===== config.mk =====
export PLATFORM = sky130hd
export DESIGN_NAME = merge_input_fifo
export DESIGN_NICKNAME = d
export VERILOG_FILES = /design/src/rtl/merge_input_fifo_pkg.sv /design/src/rtl/merge_input_fifo_ram.sv /design/src/rtl/merge_input_fifo.sv
export SDC_FILE = /design/constraint.sdc
export NUM_CORES = 1
export LEC_CHECK = 0
export CAP_MARGIN = 40
export CORE_UTILIZATION = 45
export DETAILED_ROUTE_END_ITERATION = 8
export PLACE_DENSITY = 0.77
export SLEW_MARGIN = 10
export SYNTH_ARGS = -nofsm -noshare
export SYNTH_HDL_FRONTEND = slang
export SYNTH_HIERARCHICAL = 1
export SYNTH_SLANG_ARGS = --single-unit

===== constraint.sdc =====
create_clock -name clk -period 3.3 [get_ports clk]
set_clock_uncertainty 0.2 [all_clocks]
set_input_delay 0.495 -clock clk [delete_from_list [all_inputs] [get_ports clk]]
set_output_delay 0.495 -clock clk [all_outputs]
set_load 0.01 [all_outputs]

===== src/rtl/merge_input_fifo_pkg.sv =====
// Shared tracklet constants: merger-input FIFO sizing and merge key field position.
package merge_input_fifo_pkg;

  localparam int unsigned TRK_DATA_WIDTH  = 12;
  localparam int unsigned TRK_FIFO_DEPTH  = 16;
  localparam int unsigned TRK_AFULL_LEVEL = 12;
  localparam int unsigned TRK_KEY_MSB     = 11;
  localparam int unsigned TRK_KEY_LSB     = 6;

  // Address width able to index 'entries' words (at least one bit).
  function automatic int unsigned ptr_width(input int unsigned entries);
    return (entries > 1) ? $clog2(entries) : 1;
  endfunction

endpackage


===== src/rtl/merge_input_fifo_ram.sv =====
// Simple dual-port storage for the merger input FIFO: clocked write, unregistered read
// so the head prefetch can load the output register in the same cycle.
module merge_input_fifo_ram #(
  parameter int unsigned WIDTH   = 12,
  parameter int unsigned ENTRIES = 15,
  parameter int unsigned AW      = 4
) (
  input  logic             clk,
  input  logic             wr_en,
  input  logic [AW-1:0]    wr_addr,
  input  logic [WIDTH-1:0] wr_data,
  input  logic [AW-1:0]    rd_addr,
  output logic [WIDTH-1:0] rd_data
);

  logic [WIDTH-1:0] mem [ENTRIES];

  always_ff @(posedge clk) begin
    if (wr_en) mem[wr_addr] <= wr_data;
  end

  assign rd_data = mem[rd_addr];

endmodule


===== src/rtl/merge_input_fifo.sv =====
// First-word-fall-through FIFO feeding one merger input. The head word lives in the
// output register; the remaining DEPTH-1 words live in the RAM.
module merge_input_fifo
  import merge_input_fifo_pkg::*;
#(
  parameter int unsigned DATA_WIDTH  = TRK_DATA_WIDTH,
  parameter int unsigned DEPTH       = TRK_FIFO_DEPTH,
  parameter int unsigned AFULL_LEVEL = TRK_AFULL_LEVEL
) (
  input  logic                    clk,
  input  logic                    reset,
  input  logic                    en,
  input  logic [DATA_WIDTH-1:0]   din,
  input  logic                    wr_en,
  output logic [DATA_WIDTH-1:0]   dout,
  output logic                    valid_o,
  input  logic                    read_i,
  output logic                    full,
  output logic                    afull,
  output logic [$clog2(DEPTH):0]  count,
  output logic                    overflow
);

  localparam int unsigned RAM_ENTRIES = DEPTH - 1;
  localparam int unsigned AW          = ptr_width(RAM_ENTRIES);
  localparam int unsigned CW          = $clog2(DEPTH) + 1;

  logic [AW-1:0]         wr_ptr, wr_ptr_next;
  logic [AW-1:0]         rd_ptr, rd_ptr_next;
  logic [CW-1:0]         count_next;
  logic [DATA_WIDTH-1:0] dout_next, ram_q;
  logic                  valid_next, overflow_next;
  logic                  rd_acc_c, wr_acc_c, head_only_c, bypass_c, ram_wr_c, ram_rd_c;

  // Pointers cycle over the RAM entries only, which need not be a power of two.
  function automatic logic [AW-1:0] ptr_incr(input logic [AW-1:0] p);
    return (p == AW'(RAM_ENTRIES - 1)) ? '0 : p + AW'(1);
  endfunction

  merge_input_fifo_ram #(
    .WIDTH   (DATA_WIDTH),
    .ENTRIES (RAM_ENTRIES),
    .AW      (AW)
  ) fifo_ram (
    .clk     (clk),
    .wr_en   (ram_wr_c),
    .wr_addr (wr_ptr),
    .wr_data (din),
    .rd_addr (rd_ptr),
    .rd_data (ram_q)
  );

  // Accept/bypass decisions and next-state for pointers, head register and count.
  always_comb begin
    wr_ptr_next   = wr_ptr;
    rd_ptr_next   = rd_ptr;
    count_next    = count;
    dout_next     = dout;
    valid_next    = valid_o;
    overflow_next = overflow;

    rd_acc_c    = en && read_i && valid_o;
    wr_acc_c    = en && wr_en && (!full || rd_acc_c);
    head_only_c = (count <= CW'(1));
    // A write skips the RAM when the head register is, or is about to become, empty.
    bypass_c    = wr_acc_c && (!valid_o || (rd_acc_c && head_only_c));
    ram_wr_c    = wr_acc_c && !bypass_c;
    ram_rd_c    = rd_acc_c && !head_only_c;

    if (ram_wr_c) wr_ptr_next = ptr_incr(wr_ptr);

    if (ram_rd_c) begin
      rd_ptr_next = ptr_incr(rd_ptr);
      dout_next   = ram_q;
    end else if (bypass_c) begin
      dout_next  = din;
      valid_next = 1'b1;
    end else if (rd_acc_c) begin
      dout_next  = '1;
      valid_next = 1'b0;
    end

    if (wr_acc_c && !rd_acc_c)      count_next = count + CW'(1);
    else if (rd_acc_c && !wr_acc_c) count_next = count - CW'(1);

    if (en && wr_en && full && !rd_acc_c) overflow_next = 1'b1;
  end

  always_ff @(posedge clk or posedge reset) begin
    if (reset) begin
      wr_ptr   <= '0;
      rd_ptr   <= '0;
      count    <= '0;
      dout     <= '1;
      valid_o  <= 1'b0;
      full     <= 1'b0;
      afull    <= 1'b0;
      overflow <= 1'b0;
    end else begin
      wr_ptr   <= wr_ptr_next;
      rd_ptr   <= rd_ptr_next;
      count    <= count_next;
      dout     <= dout_next;
      valid_o  <= valid_next;
      full     <= (count_next == CW'(DEPTH));
      afull    <= (count_next >= CW'(AFULL_LEVEL));
      overflow <= overflow_next;
    end
  end

endmodule


==> impl_metrics.yaml, run 1 <==
drt:
  dr_wl_met2_um: 7668
  drc: 0
  vias: 4607
  viasPerCell: 5.810
  wl_per_cell_um: 20.63
  ant_nets: 0
  wl_met1_um: 7139
  drt_wl_total_um: 16360
  wl_met3_um: 1235
  topRoutingLayerUsed: "met4"
  drtIter0Drc: 453
  firstDrtPassIters: 5
global_route:
  grt.total_usage_pct: 17.60
  grt_pass1_wl_um: 26050
  grt_max_degree: 40
  antenna_found_initial: 0
  grt_pass1_vias: 4618
  gr-total-overflow: 0
setup_path:
  cp-end-kind: "register"
  crit_type: "reg -> reg"
  cp_top_family: "simple AND/OR/NAND/NOR gates"
  path_buf_inv: 2
  critical-path-max-stage-delay_ns: 0.53
  worstPathArrival_ns: 2.66
  crit_fanout: 11
  crit_chain: "inv_1 -> ha_1 -> o21a_1 -> a21oi_2 -> or3b_2 -> nor2_1 -> buf_4"
  cpMaxStageDelayCell: "or3b_2"
  required_ns: 3.28
  cp-start-kind: "register"
clock_network:
  clkSinkCount: 209
  post_cts_resized: 0
  clk_pin_slew_worst_paths_ns: 0.06
  cts_max_level: 1
  cts_buffer_depth: 3
  cts_tree: "yes"
  cts-root-buf: "clkbuf_16"
  post-cts-setup-buffers: 0
  hold_buffers: 0
  cts_inserted_buffers: 21
  clock_latency_ns: 0.48
sta:
  slew_headroom_pct: 43.07
  period_needed_ns: 2.679
  rsz0062_at_grt: "false"
  fmax_mhz: 373.3
  setup_viol_count_final: 0
  fin_tns_setup_ns: 0
  period_share_pct: 81.17
  worstMarginPinSlew_ns: 0.8540
  final-hold-violation-count: 0
  drv_slew: 0
finish:
  final_cell_mix: "180 x edfxtp_1, 37 x clkdlybuf4s50_1, 28 x nand2_1"
  areaGrowthSynthToFinish_pct: 15.66
  n_antenna_cell: 0
  layout_commonest_cell: "edfxtp_1"
  postLayoutCellArea_sq_um: 9843
  drive_gt1_share_pct: 18.09
  fin_nets: 572
  fill_cells: 1416
synthesis:
  synth.top_cell.area_share_pct: 63.51
  syn_avg_cell_area_sq_um: 17.40
  async_flop_share_pct: 13.88
  synth-seq-cells: 209
  netlist_top_cells_area: "edfxtp_1 64%, mux4_2 5.3%, dfrtp_1 5.0%"
  synth_flop_cell: "edfxtp_1"
  synth_warnings: 6
  synth_area_sq_um: 8511
  yosysSeqAreaShare_pct: 72.21
  synth_edf_count: 180
  synth.distinct_cells: 54
  synth_area_leader_cell: "edfxtp_1"
  synth_nets: 509
  synthCells: 489
power:
  power_density_nw_per_um2: 790.7
  ir_worst_vdd_uv: 355.9
  power_mw: 7.783
  power_leakage_nw: 3.312
floorplanning:
  die_h_um: 139.5
  core_area_sq_um: 18270
  rows: 49
  die_w_um: 139.5
  die_area_sq_um: 19470
  ios: 38
  initial_core_util_pct: 46.58
placement:
  numPortBuffers: 37
  hpwl_um: 10430
  placement.cell_area_sq_um: 9235
  gp_congestion: 0.7959
job:
  maxCapViolations: 0
hold_path:
  hold_path_class: "in -> async"
status:
  outcome: "finished, final reports clean"
[synthesized netlist by cell type (3+ instances only)]
cell,instances
o21ai_0,19
clkbuf_1,4
nand3_1,5
a21oi_1,15
nor2b_1,15
edfxtp_1,180
mux2_2,3
dfstp_2,12
nor3_1,5
a31oi_1,6
a211oi_1,3
mux4_2,20
buf_2,8
nand2_1,28
a22oi_1,9
mux2i_1,17
dfrtp_1,17
o22ai_1,16
inv_1,6
buf_4,3
buf_6,4
nand2b_1,7
a211o_1,4
o211ai_1,8
nand3b_1,4
ha_1,3
nor2_1,24
mux4_1,12
[registers in the layout (all words and copies together), names as in the netlist]
name          count
fifo_ram/mem    180
count             5
wr_ptr            4
dout             12
full              1
valid_o           1
afull             1
overflow          1
rd_ptr            4
[final cells by class]
type | instances | area (sq um) | area share [%]
multi-input combinational | 252 | 2207 | 22.42
clock inverter | 7 | 56.30 | 0.5720
tap | 229 | 286.5 | 2.911
inverter | 6 | 22.52 | 0.2288
clock buffer | 28 | 551.8 | 5.606
sequential | 209 | 6148 | 62.46
timing repair buffer | 62 | 570.5 | 5.796
[stage by stage]
step                hold WS (ns)  instances  worst slack, ns  utilization [%]
floorplan                 0.2843        489          0.08759                -
global placement          0.2617        758           0.4072            50.55
detailed placement        0.2711        758           0.3303            50.55
CTS                       0.1684        793           0.6299            53.88
global route              0.2144        793           0.5088            53.88
finish                    0.1708        793           0.6213            53.88
[worst reg2reg max path, cell delays in order, from the launching register on]
cell     delay [ns]
dfrtp_1        0.46
inv_1          0.09
ha_1           0.21
o21a_1         0.22
a21oi_2        0.26
or3b_2         0.53
nor2_1         0.16
buf_4          0.24
[path summary, 6_finish.rpt]
check                                    start                            to  slack (ns)  cells past startpoint
min                                      reset          overflow$_DFFE_PP0P_        0.17                      2
min reg2reg                dout[0]$_DFFE_PP1P_           dout[0]$_DFFE_PP1P_        0.28                      2
max in group asynchronous                reset         rd_ptr[1]$_DFFE_PP0P_        2.09                      3
max                         count[1]$_DFF_PP0_  fifo_ram/mem[2][7]$_DFFE_PP_        0.62                      7
max reg2reg                 count[1]$_DFF_PP0_  fifo_ram/mem[2][7]$_DFFE_PP_        0.62                      7
min in group clk           dout[0]$_DFFE_PP1P_           dout[0]$_DFFE_PP1P_        0.28                      2
[routing by layer]
layer | GRT usage [%] | up-vias
li1 | - | 2087
met1 | 24.67 | 2295
met2 | 27.80 | 194
met3 | 3.304 | 31
met4 | 6.082 | 0
met5 | 0 | -
[power by group]
| part | total, mW | leakage, nW | switching, mW | internal [mW] |
|---|---|---|---|---|
| logic | 2.09 | 1.06 | 1.05 | 1.04 |
| registers | 3.55 | 1.95 | 0.378 | 3.17 |
| clock network | 2.14 | 0.298 | 0.897 | 1.24 |
[kinds of logic (layout without fill, tap and decap cells)]
group	count (synthesis)	count (layout)	synth area share, %
AND/OR/NAND/NOR	98	98	5.969
XOR/XNOR	4	4	0.5881
AO/OA/AOI/OAI	95	95	7.366
flip-flops	209	209	72.21
multiplexers	52	52	11.39
adder cells (fa/ha/maj)	3	3	0.4411
buffers and inverters	28	103	2.029
Note: power is estimated with default switching activity, not from simulation.
==> run 2, diff against run 1 <==
PLACE_DENSITY = 0.74   (was 0.77)
clock period = 2.5 ns   (was 3.3 ns; I/O delays follow)
==> impl_metrics.yaml, run 2 (synthesis results as in run 1) <==
finish:
  largest_reg_flops: 180
  fin_nets: 583
  fill_cells: 1406
  final_cell_mix: "180 x edfxtp_1, 37 x clkdlybuf4s50_1, 28 x nand2_1, 28 x buf_4"
  seq_area_sq_um: 6153
  n_antenna_cell: 0
  finish.utilization_pct: 55.32
  multi_input_area_sq_um: 2253
  layout_commonest_cell: "edfxtp_1"
  drive_gt1_share_pct: 22.01
  reg_top3: "fifo_ram/mem x180, dout x12, count x5"
  areaGrowthSynthToFinish_pct: 18.76
  postLayoutCellArea_sq_um: 10110
  largest-register: "fifo_ram/mem"
global_route:
  antenna_found_initial: 0
  grt_pass1_vias: 4634
  gr-total-overflow: 0
  grt_max_degree: 46
  use_met1_pct: 24.35
  use_met3_pct: 3.131
  grt.total_usage_pct: 17.57
  grtUsageMet2_pct: 28.56
  grt-busiest-layer: "met2"
  grt_pass1_wl_um: 25890
floorplanning:
  ios: 38
  die_w_um: 139.5
  initial_core_util_pct: 46.58
  rows: 49
  core_area_sq_um: 18270
  die_h_um: 139.5
  die_area_sq_um: 19470
status:
  outcome: "finished, final reports clean"
hold_path:
  hold_path_class: "in -> async"
sta:
  setup_viol_count_final: 0
  slew_headroom_pct: 56.11
  drv_slew: 0
  fmax_mhz: 418.7
  rsz0062_at_grt: "false"
  period_needed_ns: 2.389
  period_share_pct: 95.54
  final-hold-violation-count: 0
  worstMarginPinSlew_ns: 0.6563
power:
  power_density_nw_per_um2: 1048
  power_leakage_nw: 3.414
  ir_worst_vdd_uv: 539.5
clock_network:
  cts_tree: "yes"
  post-cts-setup-buffers: 0
  cts-root-buf: "clkbuf_16"
  cts_max_level: 1
  cts_buffer_depth: 3
  clk_pin_slew_worst_paths_ns: 0.06
  clock_latency_ns: 0.49
  clkSinkCount: 209
  hold_buffers: 0
  cts_inserted_buffers: 21
setup_path:
  crit_type: "reg -> reg"
  cp-end-kind: "register"
  worstPathArrival_ns: 2.39
  cpMaxStageDelayCell: "or3b_4"
  crit_fanout: 12
  critical-path-max-stage-delay_ns: 0.47
  required_ns: 2.50
  crit_chain: "ha_2 -> o21a_1 -> a21oi_4 -> or3b_4 -> nor3_4 -> buf_12"
  cp-start-kind: "register"
placement:
  placement.cell_area_sq_um: 9454
  gp_congestion: 0.8415
  hpwl_um: 10700
  numPortBuffers: 37
drt:
  ant_nets: 0
  wl_per_cell_um: 20.55
  drc: 0
  vias: 4632
  drtIter0Drc: 424
  firstDrtPassIters: 5
  drt_wl_total_um: 16560
  viasPerCell: 5.747
job:
  maxCapViolations: 0
run 2: cell types whose count changed in the layout (fill, tap and decap cells not counted), sizes merged:
| cell | before | now |
|---|---|---|
| clkbuf | 28 | 24 |
| bufinv | 1 | 2 |
| clkinvlp | 0 | 1 |
| buf | 25 | 36 |
| clkinv | 6 | 10 |
run 2: metrics by stage:
step | setup slack, ns | std cells | power, mW | hold WS [ns] | TNS, ns
after CTS | 0.09690 | 806 | 10.64 | 0.05303 | 0
final | 0.1114 | 806 | 10.59 | 0.05996 | 0
after global routing | 0.04756 | 806 | 11.07 | 0.08945 | 0
after global placement | -0.05042 | 769 | 7.571 | 0.2607 | -0.5996
after floorplan | -0.006375 | 489 | 6.629 | 0.2441 | -0.07650
after detailed placement | -0.06520 | 769 | 7.640 | 0.2591 | -0.7771
run 2: power breakdown:
| group | switching (mW) | leakage [nW] | internal, mW | total, mW |
|---|---|---|---|---|
| sequential | 0.361 | 1.95 | 4.20 | 4.56 |
| combinational | 1.57 | 1.14 | 1.47 | 3.04 |
| clock | 1.25 | 0.323 | 1.75 | 2.99 |
| total | 3.18 | 3.41 | 7.41 | 10.6 |
run 2: cell type report:
cell class	count	area share [%]
sequential	209	60.88
inverter	6	0.2228
multi-input combinational	252	22.30
tap	229	2.835
clock buffer	24	5.311
timing repair buffer	73	7.329
clock inverter	13	1.127
run 2: worst paths after layout:
| path | endpoint | cells past startpoint | slack [ns] | start |
|---|---|---|---|---|
| worst max-delay path | fifo_ram/mem[0][3]$_DFFE_PP_ | 6 | 0.11 | count[0]$_DFF_PP0_ |
| worst min-delay path | full$_DFF_PP0_ | 3 | 0.06 | reset |
| worst max register to register | fifo_ram/mem[0][3]$_DFFE_PP_ | 6 | 0.11 | count[0]$_DFF_PP0_ |
| worst min register to register | overflow$_DFFE_PP0P_ | 1 | 0.27 | overflow$_DFFE_PP0P_ |
| max in group asynchronous | dout[3]$_DFFE_PP1P_ | 3 | 1.74 | reset |
| min in group clk | overflow$_DFFE_PP0P_ | 1 | 0.27 | overflow$_DFFE_PP0P_ |
run 2: layer usage:
metal	vias up	wire length, um
li1	2115	-
met1	2349	7460
met2	137	7889
met3	31	825
met4	0	384
met5	-	0
run 2: what timing repair did:
item,4_1_cts,5_1_grt
endpoints found under the setup margin,0,1
endpoints found under the hold margin,0,0
gates resized for setup,0,1
run 2: worst max-delay path: cells and delay by family, from the launching register on:
family,cells,cell delay [ns]
AO/OA/AOI/OAI,2,0.36
adder cells (fa/ha/maj),1,0.20
buffers and inverters,1,0.17
flip-flops,1,0.46
AND/OR/NAND/NOR,2,0.70
